==> src/rtl/prio_encoder_rr.sv <==
// prio_encoder_rr
//   Registered N-to-log2(N) request encoder with enable, valid flag,
//   fixed-priority or round-robin arbitration, an accepted-grant counter
//   and a two-digit active-low 7-segment readout of the encoded index.
//
// Ports
//   clk        rising-edge clock
//   rst        synchronous active-high reset
//   en         encode enable (0 clears y/f at the next edge)
//   mode       0 = fixed priority (highest index wins), 1 = round-robin
//   x[N-1:0]   request vector
//   ack        consumer accepts the grant currently shown on y/f
//   y[W-1:0]   registered encoded index
//   f          registered valid flag
//   gcnt[7:0]  accepted-grant counter (wraps)
//   HEX0/HEX1  active-low segments of y[3:0] / y[7:4], blank when f=0
//
// Handshake: a grant is offered while f=1; it is accepted in any cycle
// where ack=1 and f=1. ack while f=0 is ignored. An accepted grant
// rotates the round-robin pointer for the grant computed at that same
// edge, so a source is never granted twice in a row because of latency.
module prio_encoder_rr #(
  parameter int N = 8,
  localparam int W = $clog2(N)
) (
  input  logic         clk,
  input  logic         rst,
  input  logic         en,
  input  logic         mode,
  input  logic [N-1:0] x,
  input  logic         ack,
  output logic [W-1:0] y,
  output logic         f,
  output logic [7:0]   gcnt,
  output logic [6:0]   HEX0,
  output logic [6:0]   HEX1
);

  logic [W-1:0] y_q, y_d;
  logic         f_q, f_d;
  logic [W-1:0] ptr_q, ptr_d;
  logic [7:0]   gcnt_q, gcnt_d;

  logic         acc;
  logic [W-1:0] eptr;
  logic [W-1:0] fix_idx;
  logic [W-1:0] rr_idx;
  logic [7:0]   y_ext;

  assign acc = ack & f_q;

  // The granted index becomes lowest priority: start the scan one below it.
  // N is a power of two, so W-bit wraparound is the modulo-N step.
  assign eptr = (acc && mode) ? (y_q - W'(1)) : ptr_q;

  // Fixed priority: the last set bit seen in ascending order is the highest.
  always_comb begin
    fix_idx = '0;
    for (int i = 0; i < N; i++) begin
      if (x[i]) fix_idx = W'(i);
    end
  end

  // Round-robin: scan downward from eptr, wrapping, first set bit wins.
  always_comb begin
    logic [W-1:0] idx;
    logic         found;
    rr_idx = '0;
    found  = 1'b0;
    idx    = '0;
    for (int k = 0; k < N; k++) begin
      idx = eptr - W'(k);
      if (!found && x[idx]) begin
        rr_idx = idx;
        found  = 1'b1;
      end
    end
  end

  always_comb begin
    y_d    = '0;
    f_d    = 1'b0;
    ptr_d  = eptr;
    gcnt_d = acc ? (gcnt_q + 8'd1) : gcnt_q;
    if (en && (|x)) begin
      y_d = mode ? rr_idx : fix_idx;
      f_d = 1'b1;
    end
  end

  always_ff @(posedge clk) begin
    if (rst) begin
      y_q    <= '0;
      f_q    <= 1'b0;
      ptr_q  <= W'(N - 1);
      gcnt_q <= '0;
    end else begin
      y_q    <= y_d;
      f_q    <= f_d;
      ptr_q  <= ptr_d;
      gcnt_q <= gcnt_d;
    end
  end

  function automatic logic [6:0] seg7(input logic [3:0] v);
    case (v)
      4'h0: seg7 = 7'b1000000;
      4'h1: seg7 = 7'b1111001;
      4'h2: seg7 = 7'b0100100;
      4'h3: seg7 = 7'b0110000;
      4'h4: seg7 = 7'b0011001;
      4'h5: seg7 = 7'b0010010;
      4'h6: seg7 = 7'b0000010;
      4'h7: seg7 = 7'b1111000;
      4'h8: seg7 = 7'b0000000;
      4'h9: seg7 = 7'b0010000;
      4'hA: seg7 = 7'b0001000;
      4'hB: seg7 = 7'b0000011;
      4'hC: seg7 = 7'b1000110;
      4'hD: seg7 = 7'b0100001;
      4'hE: seg7 = 7'b0000110;
      default: seg7 = 7'b0001110;
    endcase
  endfunction

  // Zero-extend y to two nibbles regardless of W.
  always_comb begin
    y_ext = '0;
    y_ext[W-1:0] = y_q;
  end

  assign HEX0 = f_q ? seg7(y_ext[3:0]) : 7'b1111111;
  // The upper digit carries no information when the index fits in a nibble.
  assign HEX1 = (f_q && (N > 16)) ? seg7(y_ext[7:4]) : 7'b1111111;

  assign y    = y_q;
  assign f    = f_q;
  assign gcnt = gcnt_q;

endmodule

==> config.mk <==
export PLATFORM = sky130hd
export DESIGN_NAME = prio_encoder_rr
export DESIGN_NICKNAME = d
export VERILOG_FILES = /design/src/rtl/prio_encoder_rr.sv
export SDC_FILE = /design/constraint.sdc
export NUM_CORES = 1
export LEC_CHECK = 0
export CORE_MARGIN = 2
export CORE_UTILIZATION = 40
export CTS_BUF_LIST = sky130_fd_sc_hd__clkbuf_8
export CTS_CLUSTER_DIAMETER = 200
export DETAILED_ROUTE_END_ITERATION = 10
export HOLD_SLACK_MARGIN = 0.12
export PLACE_DENSITY = 0.66
export SYNTH_ARGS = -nofsm -noshare
export SYNTH_HDL_FRONTEND = slang
export SYNTH_SLANG_ARGS = --single-unit
export TNS_END_PERCENT = 100
==> constraint.sdc <==
create_clock -name clk -period 6.7 [get_ports clk]
set_input_delay 1.34 -clock clk [delete_from_list [all_inputs] [get_ports clk]]
set_output_delay 1.34 -clock clk [all_outputs]
set_load 0.01 [all_outputs]
==> impl_results.md, run 1 <==
- Max H-tree Level: 1
- Syn-to-layout area delta: 16.7%
- Reg2reg path depth: 15
- Crit path from: mode
- CP max FO: 15
- CTS tree: done
- Met1 wire length: 2.41 mm
- Gpl congestion: 0.912
- Clock buffer count from CTS: 3
- Total number of vias: 1,861
- Asr flop ratio synth: 0%
- TritonRoute pass-1 iters: 5
- Mapped Area: 2150 µm²
- IO Pins: 39
- Layout cells sized above 1: 10.8%
- Number of max-cap violations: 0
- Tot GR Track Use: 17.8%
- Prevailing post-synth register cell: dfxtp_1
- First-pass GRT wire length: 8.78 mm
- Final setup violation count: 0
- Die area: 5990 µm²
- Peak supply drop: 0.121 mV
- Final Max Slew Viols: 0
- Cell Count, Final, Fillers Out: 339
- Fillcell total: 521
- Antenna Cells: 0
- Starting Density: 41.9%
- Initial antenna violation count: 0
- Avg Cell Area, Syn: 8.75 µm²
- Synth Instances: 246
- Hold WC Path Type: flip-flop to flip-flop
- Sw power: 129 µW
- Post-synth EDFFs: 0
- Pint: 259 µW
- Postcts setup bufs: 0
- Uppermost routed layer: met4
- Drt initial violations: 154
- Setup Skew: 0.00345 ns
- Clock latency at the later pin of the worst-skew pair: 0.26 ns
- Max-slew headroom: 56.2%
- Slew @ Worst Pin: 0.656 ns
- Worst-path cell chain: clkdlybuf4s50_1 -> nand3_1 -> buf_4 -> a21oi_4 -> inv_2 -> ha_1 -> mux4_2 -> mux2i_1 -> nand4_1 -> nor2_1 -> o31ai_1 -> nor3b_1 -> inv_1 -> ha_1 -> mux2_1
- Min-delay src: gcnt[7]$_SDFFE_PP0N_
- Seq. cell area: 440 µm²
- CP bufs+invs: 4
- RSZ-0062 raised after global routing: no
- Count of hold-fix buffers inserted at cts: 0
- Critical Path Stages: 15
- Core box area: 5140 µm²
- Total power draw: 389 µW
- Final nets: 291
- Vias per cell: 5.49
- Clock power frac: 24.2%
- WL final: 5.35 mm
- Critical R2R Launch: y[0]$_SDFF_PP0_
- Worst Setup End Kind: flip-flop
- WP data required: 6.85 ns
- DRC: 0
- Crit path arrival time: 5.69 ns
- CP startpoint kind: input port
- Post-layout util: 48.9%
- Sequential area share after synthesis: 20.5%
- Fin Setup TNS: 0 ns
- Reg clk slew, reported paths: 0.08 ns
- Placed cell count: 335
- Final worst-path cycle share: 82.7%
- Register bit total from synthesis: 22
- Status: complete, no violations
- Die width: 77.4 µm
- Routed met2 length: 2.57 mm
- Largest net degree at the start of global routing: 16
- Sw Share: 33.2%
- Ys Warns: 0
- Post-layout min period: 5.54 ns
- PD cells: 155 nW/µm²
- Clock Root Buffer: clkbuf_8
- Number of core rows: 26
- GRT overflow: 0
- Fin. Hold Viols: 0
- P_leak: 1.08 nW
- Most Frequent Cell on Critical Path: ha_1
- DP HPWL: 4.10 mm
- Clock buffer depth: 2
- Die height: 77.4 µm
- Post-cts sizing count: 0
- Area of the multi-input gates: 1550 µm²
- Crit path kind: input port to flip-flop
- Sequential Power Share: 36.8%
- Crit path max-delay family: buffers and inverters
- Vias in the first global route: 1,755
- ANT nets after route: 0
- Clk sink count: 22
- Logic pwr share: 39.0%
- R2R setup slack: 1.98 ns
- Port Buffers: 31
- Fmax: 0.180 GHz
- Largest stage delay, worst path: 0.79 ns
- Wire per inst: 15.8 µm
- Crit path max-delay cell type: clkdlybuf4s50_1
- DR WL met3: 319 µm
- Yosys cell types: 54
-- power groups by stage --
stage | sequential (mW) | combinational [mW] | clock (mW)
after CTS | 0.143 | 0.151 | 0.0962
after floorplan | 0.145 | 0.113 | 0
final | 0.143 | 0.152 | 0.0940
after detailed placement | 0.146 | 0.150 | 0
after global routing | 0.144 | 0.166 | 0.104
after global placement | 0.147 | 0.150 | 0
-- stage by stage --
step / worst slack [ns] / hold WS [ns] / cell area [µm²]
finish: 1.16 / 0.525 / 2510
global route: 0.776 / 0.575 / 2510
CTS: 1.17 / 0.535 / 2510
detailed placement: 0.913 / 0.511 / 2460
global placement: 1.04 / 0.500 / 2460
floorplan: 2.18 / 0.544 / 2180
-- cell type report --
class	instances	share of cell area, %
sequential	22	17.5
timing repair buffer	33	12.9
multi-input combinational	196	61.8
tap	70	3.48
inverter	14	2.09
clock buffer	4	2.19
-- worst min path at each step --
| stage | cells after the start | endpoint |
|---|---|---|
| global route | 2 | gcnt[5]$_SDFFE_PP0N_ |
| finish | 2 | gcnt[7]$_SDFFE_PP0N_ |
| global placement | 2 | gcnt[7]$_SDFFE_PP0N_ |
| CTS | 2 | gcnt[7]$_SDFFE_PP0N_ |
| detailed placement | 2 | gcnt[7]$_SDFFE_PP0N_ |
| floorplan | 2 | gcnt[7]$_SDFFE_PP0N_ |
-- metal layers --
layer  GRT usage (%)  vias up
met5               0        -
met2            29.9       67
met3            2.67        6
met4            2.14        0
met1            24.7      876
li1                -      912
-- Yosys cell counts, types with 2 or more instances --
cell | instances | share of area [%]
buf_2 | 2 | 0.46
nand4_1 | 4 | 1.2
buf_6 | 3 | 1.6
xnor2_1 | 7 | 2.8
ha_1 | 8 | 4.6
and3_1 | 5 | 1.5
nor2b_1 | 2 | 0.58
nand2b_1 | 13 | 3.8
mux2i_1 | 37 | 17
clkbuf_1 | 7 | 1.2
a221oi_2 | 2 | 1.4
o21ai_0 | 9 | 2.1
nor3b_1 | 2 | 0.70
nor3_1 | 4 | 0.93
xor2_1 | 6 | 2.4
mux4_2 | 5 | 5.2
mux2_2 | 7 | 3.7
buf_4 | 8 | 2.8
dfxtp_1 | 22 | 20
nor2_1 | 21 | 3.7
a21oi_1 | 7 | 1.6
nand2_1 | 13 | 2.3
and2_1 | 3 | 0.87
mux2_4 | 2 | 1.4
inv_2 | 2 | 0.35
inv_1 | 12 | 2.1
nand3_1 | 6 | 1.4
-- worst reg2reg max path: cells and delay by family, from the launching register on --
| family | cells | cell delay (ns) |
|---|---|---|
| compound gates | 1 | 0.11 |
| fa+ha+maj | 3 | 1.30 |
| buf+inv | 3 | 0.44 |
| mux | 3 | 0.87 |
| simple gates | 5 | 1.47 |
| flops | 1 | 0.44 |
-- cell families (layout without fill, tap and decap cells) --
logic type,count (synthesis),count (layout),synth area share (%)
AND/OR/NAND/NOR,80,80,19.4
multiplexers,53,53,28.6
AO/OA/AOI/OAI,35,35,12.9
buffers and inverters,34,51,8.48
flip-flops,22,22,20.5
XOR/XNOR,13,13,5.29
adder cells (fa/ha/maj),8,8,4.65
other,1,7,0.174
-- layout by cell type (no fill, tap or decap), types with 2 or more instances in the layout --
master	Yosys	routed
mux4_2	5	5
nor3_1	4	4
nand2b_1	13	13
mux2i_1	37	37
nor2b_1	2	2
ha_1	8	8
conb_1	1	7
inv_1	12	12
clkdlybuf4s50_1	0	31
xnor2_1	7	7
nand2_1	13	13
buf_4	8	2
a221oi_2	2	2
dfxtp_1	22	22
and3_1	5	5
nand4_1	4	4
nor3b_1	2	2
clkbuf_8	0	4
nand3_1	6	6
inv_2	2	2
and2_1	3	3
o21ai_0	9	9
nor2_1	21	21
xor2_1	6	6
mux2_2	7	7
a21oi_1	7	7
mux2_4	2	2
Note: power is estimated with default switching activity, not from simulation.
==> inputs of run 2 (changes only) <==
==> constraint.sdc (replaced) <==
create_clock -name clk -period 5.1 [get_ports clk]
set_input_delay 1.02 -clock clk [delete_from_list [all_inputs] [get_ports clk]]
set_output_delay 1.02 -clock clk [all_outputs]
set_load 0.01 [all_outputs]
==> impl_results.md, run 2 (synthesized netlist as in run 1, its figures left out) <==
- Tot GR Track Use: 18.0% (+0.29 points)
- Initial antenna violation count: 0 (unchanged)
- Crit path max-delay cell type: clkdlybuf4s50_1
- Final nets: 304 (+4.5%)
- Slew @ Worst Pin: 0.708 ns (+0.0518 ns)
- Crit path max-delay family: simple AND/OR/NAND/NOR gates
- WL final: 5.38 mm (+0.62%)
- Crit path arrival time: 4.85 ns (-0.84 ns)
- DRC: 0 (unchanged)
- Die width: 77.4 µm (unchanged)
- Number of max-cap violations: 0 (unchanged)
- ANT nets after route: 0 (unchanged)
- Final setup violation count: 0 (unchanged)
- Worst Hold Path EP: gcnt[7]$_SDFFE_PP0N_
- Clock latency at the later pin of the worst-skew pair: 0.26 ns (about the same)
- Vias per cell: 5.50 (+0.24%)
- R2R setup slack: 0.59 ns (-1.39 ns)
- Number of core rows: 26 (unchanged)
- Starting Density: 41.9% (unchanged)
- Vias in the first global route: 1,796 (+2.3%)
- RSZ-0062 raised after global routing: no
- Fmax: 0.213 GHz
- Die area: 5990 µm² (unchanged)
- Antenna Cells: 0 (unchanged)
- Setup Skew: 0.00526 ns (+0.00181 ns)
- Gpl congestion: 0.926 (+1.6%)
- Post-layout min period: 4.69 ns
- Worst Setup End Kind: flip-flop
- Port Buffers: 31 (unchanged)
- TritonRoute pass-1 iters: 4 (-1)
- Worst-path cell chain: clkdlybuf4s50_1 -> nand4_1 -> nand2_1 -> inv_1 -> ha_1 -> mux4_2 -> mux2i_1 -> or2_1 -> a21oi_1 -> or4_1 -> a311o_1 -> inv_2 -> ha_1 -> inv_1 -> mux2_2
- Most frequent cells in the layout: 37 x mux2i_1, 31 x clkdlybuf4s50_1, 22 x dfxtp_1
- Total number of vias: 1,937 (+4.1%)
- CP max FO: 7 (-8)
- Syn-to-layout area delta: 22.0%
- WP data required: 5.26 ns (-1.59 ns)
- Reg clk slew, reported paths: 0.08 ns (about the same)
- Reg2reg path depth: 17 (+2)
- Fin. Hold Viols: 0 (unchanged)
- Count of hold-fix buffers inserted at cts: 0 (unchanged)
- DP HPWL: 4.26 mm (+3.8%)
- Hold WC Path Type: flip-flop to flip-flop
- Core box area: 5140 µm² (unchanged)
- PD cells: 212 nW/µm² (+37%)
- Status: complete, no violations
- Post-Layout Inst Area: 2630 µm² (+4.5%)
- CTS tree: done
- Post-DP Area: 2560 µm² (+4.0%)
- GRT overflow: 0 (unchanged)
- Max H-tree Level: 1 (unchanged)
- Fin Setup TNS: 0 ns (unchanged)
- Peak supply drop: 0.181 mV (+50%)
- Post-cts sizing count: 0 (unchanged)
- Final Max Slew Viols: 0 (unchanged)
- Commonest non-fill, non-tap cell in the layout: mux2i_1
- Min-delay src: gcnt[7]$_SDFFE_PP0N_
- Crit path kind: input port to flip-flop
- CP bufs+invs: 4 (unchanged)
- IO Pins: 39 (unchanged)
- Layout cells sized above 1: 14.9% (+4.1 points)
- Critical R2R Launch: y[0]$_SDFF_PP0_
- Fillcell total: 525 (+0.77%)
- Clock buffer depth: 2 (unchanged)
- Final worst-path cycle share: 92.0%
- Drt initial violations: 92 (-40%)
- P_leak: 1.15 nW (+6.6%)
- Hold Path Depth: 2 (unchanged)
- Postcts setup bufs: 0 (unchanged)
- CP startpoint kind: input port
- First-pass GRT wire length: 8.83 mm (+0.56%)
- Clk sink count: 22 (unchanged)
- Largest net degree at the start of global routing: 15 (-1)
- Largest stage delay, worst path: 0.57 ns (-0.22 ns)
- Clock buffer count from CTS: 3 (unchanged)
- Clock Root Buffer: clkbuf_8
- Max-slew headroom: 52.5% (-3.7 points)
- Wire per inst: 15.3 µm (-3.1%)
- Die height: 77.4 µm (unchanged)
-- run 2: changes by cell type in the layout (fill, tap and decap cells not counted) --
cell,delta
bufinv_16,+1
clkbuf_8,-1
buf_4,+13
-- run 2: per-stage QoR --
step | worst slack (ns) | hold slack, ns | power [mW] | utilization [%] | std cells
6_report | 0.410 | 0.529 | 0.558 | 51.1 | 352
5_1_grt | 0.197 | 0.583 | 0.586 | 51.1 | 352
4_1_cts | 0.465 | 0.539 | 0.559 | 51.1 | 352
3_5_place_dp | 0.196 | 0.512 | 0.397 | 49.7 | 348
3_3_place_gp | 0.208 | 0.498 | 0.398 | 49.7 | 348
2_1_floorplan | 0.902 | 0.544 | 0.339 | - | 252
-- run 2: power by group --
part           switching [mW]  leakage, nW  internal [mW]
Sequential            0.00733        0.180          0.181
Clock                  0.0557       0.0357          0.105
Combinational           0.111        0.933         0.0978
-- run 2: cell type report --
type                            instances  area, µm²  area share [%]
Clock inverter                          1       30.0            1.14
Tap cell                               70       87.6            3.33
Inverter                               14       52.6            2.00
Multi-Input combinational cell        196       1550            59.1
Clock buffer                            3       41.3            1.57
Sequential cell                        22        440            16.8
Timing Repair Buffer                   46        423            16.1
-- run 2: how the worst max path moves through the flow --
| stage | start | slack [ns] | cells after the start | end |
|---|---|---|---|---|
| detailed placement | mode | 0.20 | 15 | flip-flop |
| finish | mode | 0.41 | 15 | flip-flop |
| floorplan | mode | 0.90 | 15 | flip-flop |
| CTS | mode | 0.46 | 15 | flip-flop |
| global route | ack | 0.20 | 15 | flip-flop |
| global placement | mode | 0.21 | 15 | flip-flop |
-- run 2: routing by layer --
| metal | wire length (µm) | GRT usage [%] | vias to the layer above |
|---|---|---|---|
| li1 | - | - | 939 |
| met1 | 2460 | 24.0 | 923 |
| met2 | 2550 | 30.3 | 65 |
| met3 | 306 | 3.02 | 10 |
| met4 | 61 | 4.82 | 0 |
| met5 | 0 | 0 | - |
-- run 2: worst reg2reg max path, delay by kind of cell, from the launching register on --
kind	cells	cell delay (ns)
flops	1	0.50
mux	3	0.89
buf+inv	5	0.65
simple gates	4	1.02
compound gates	2	0.49
fa+ha+maj	3	0.86
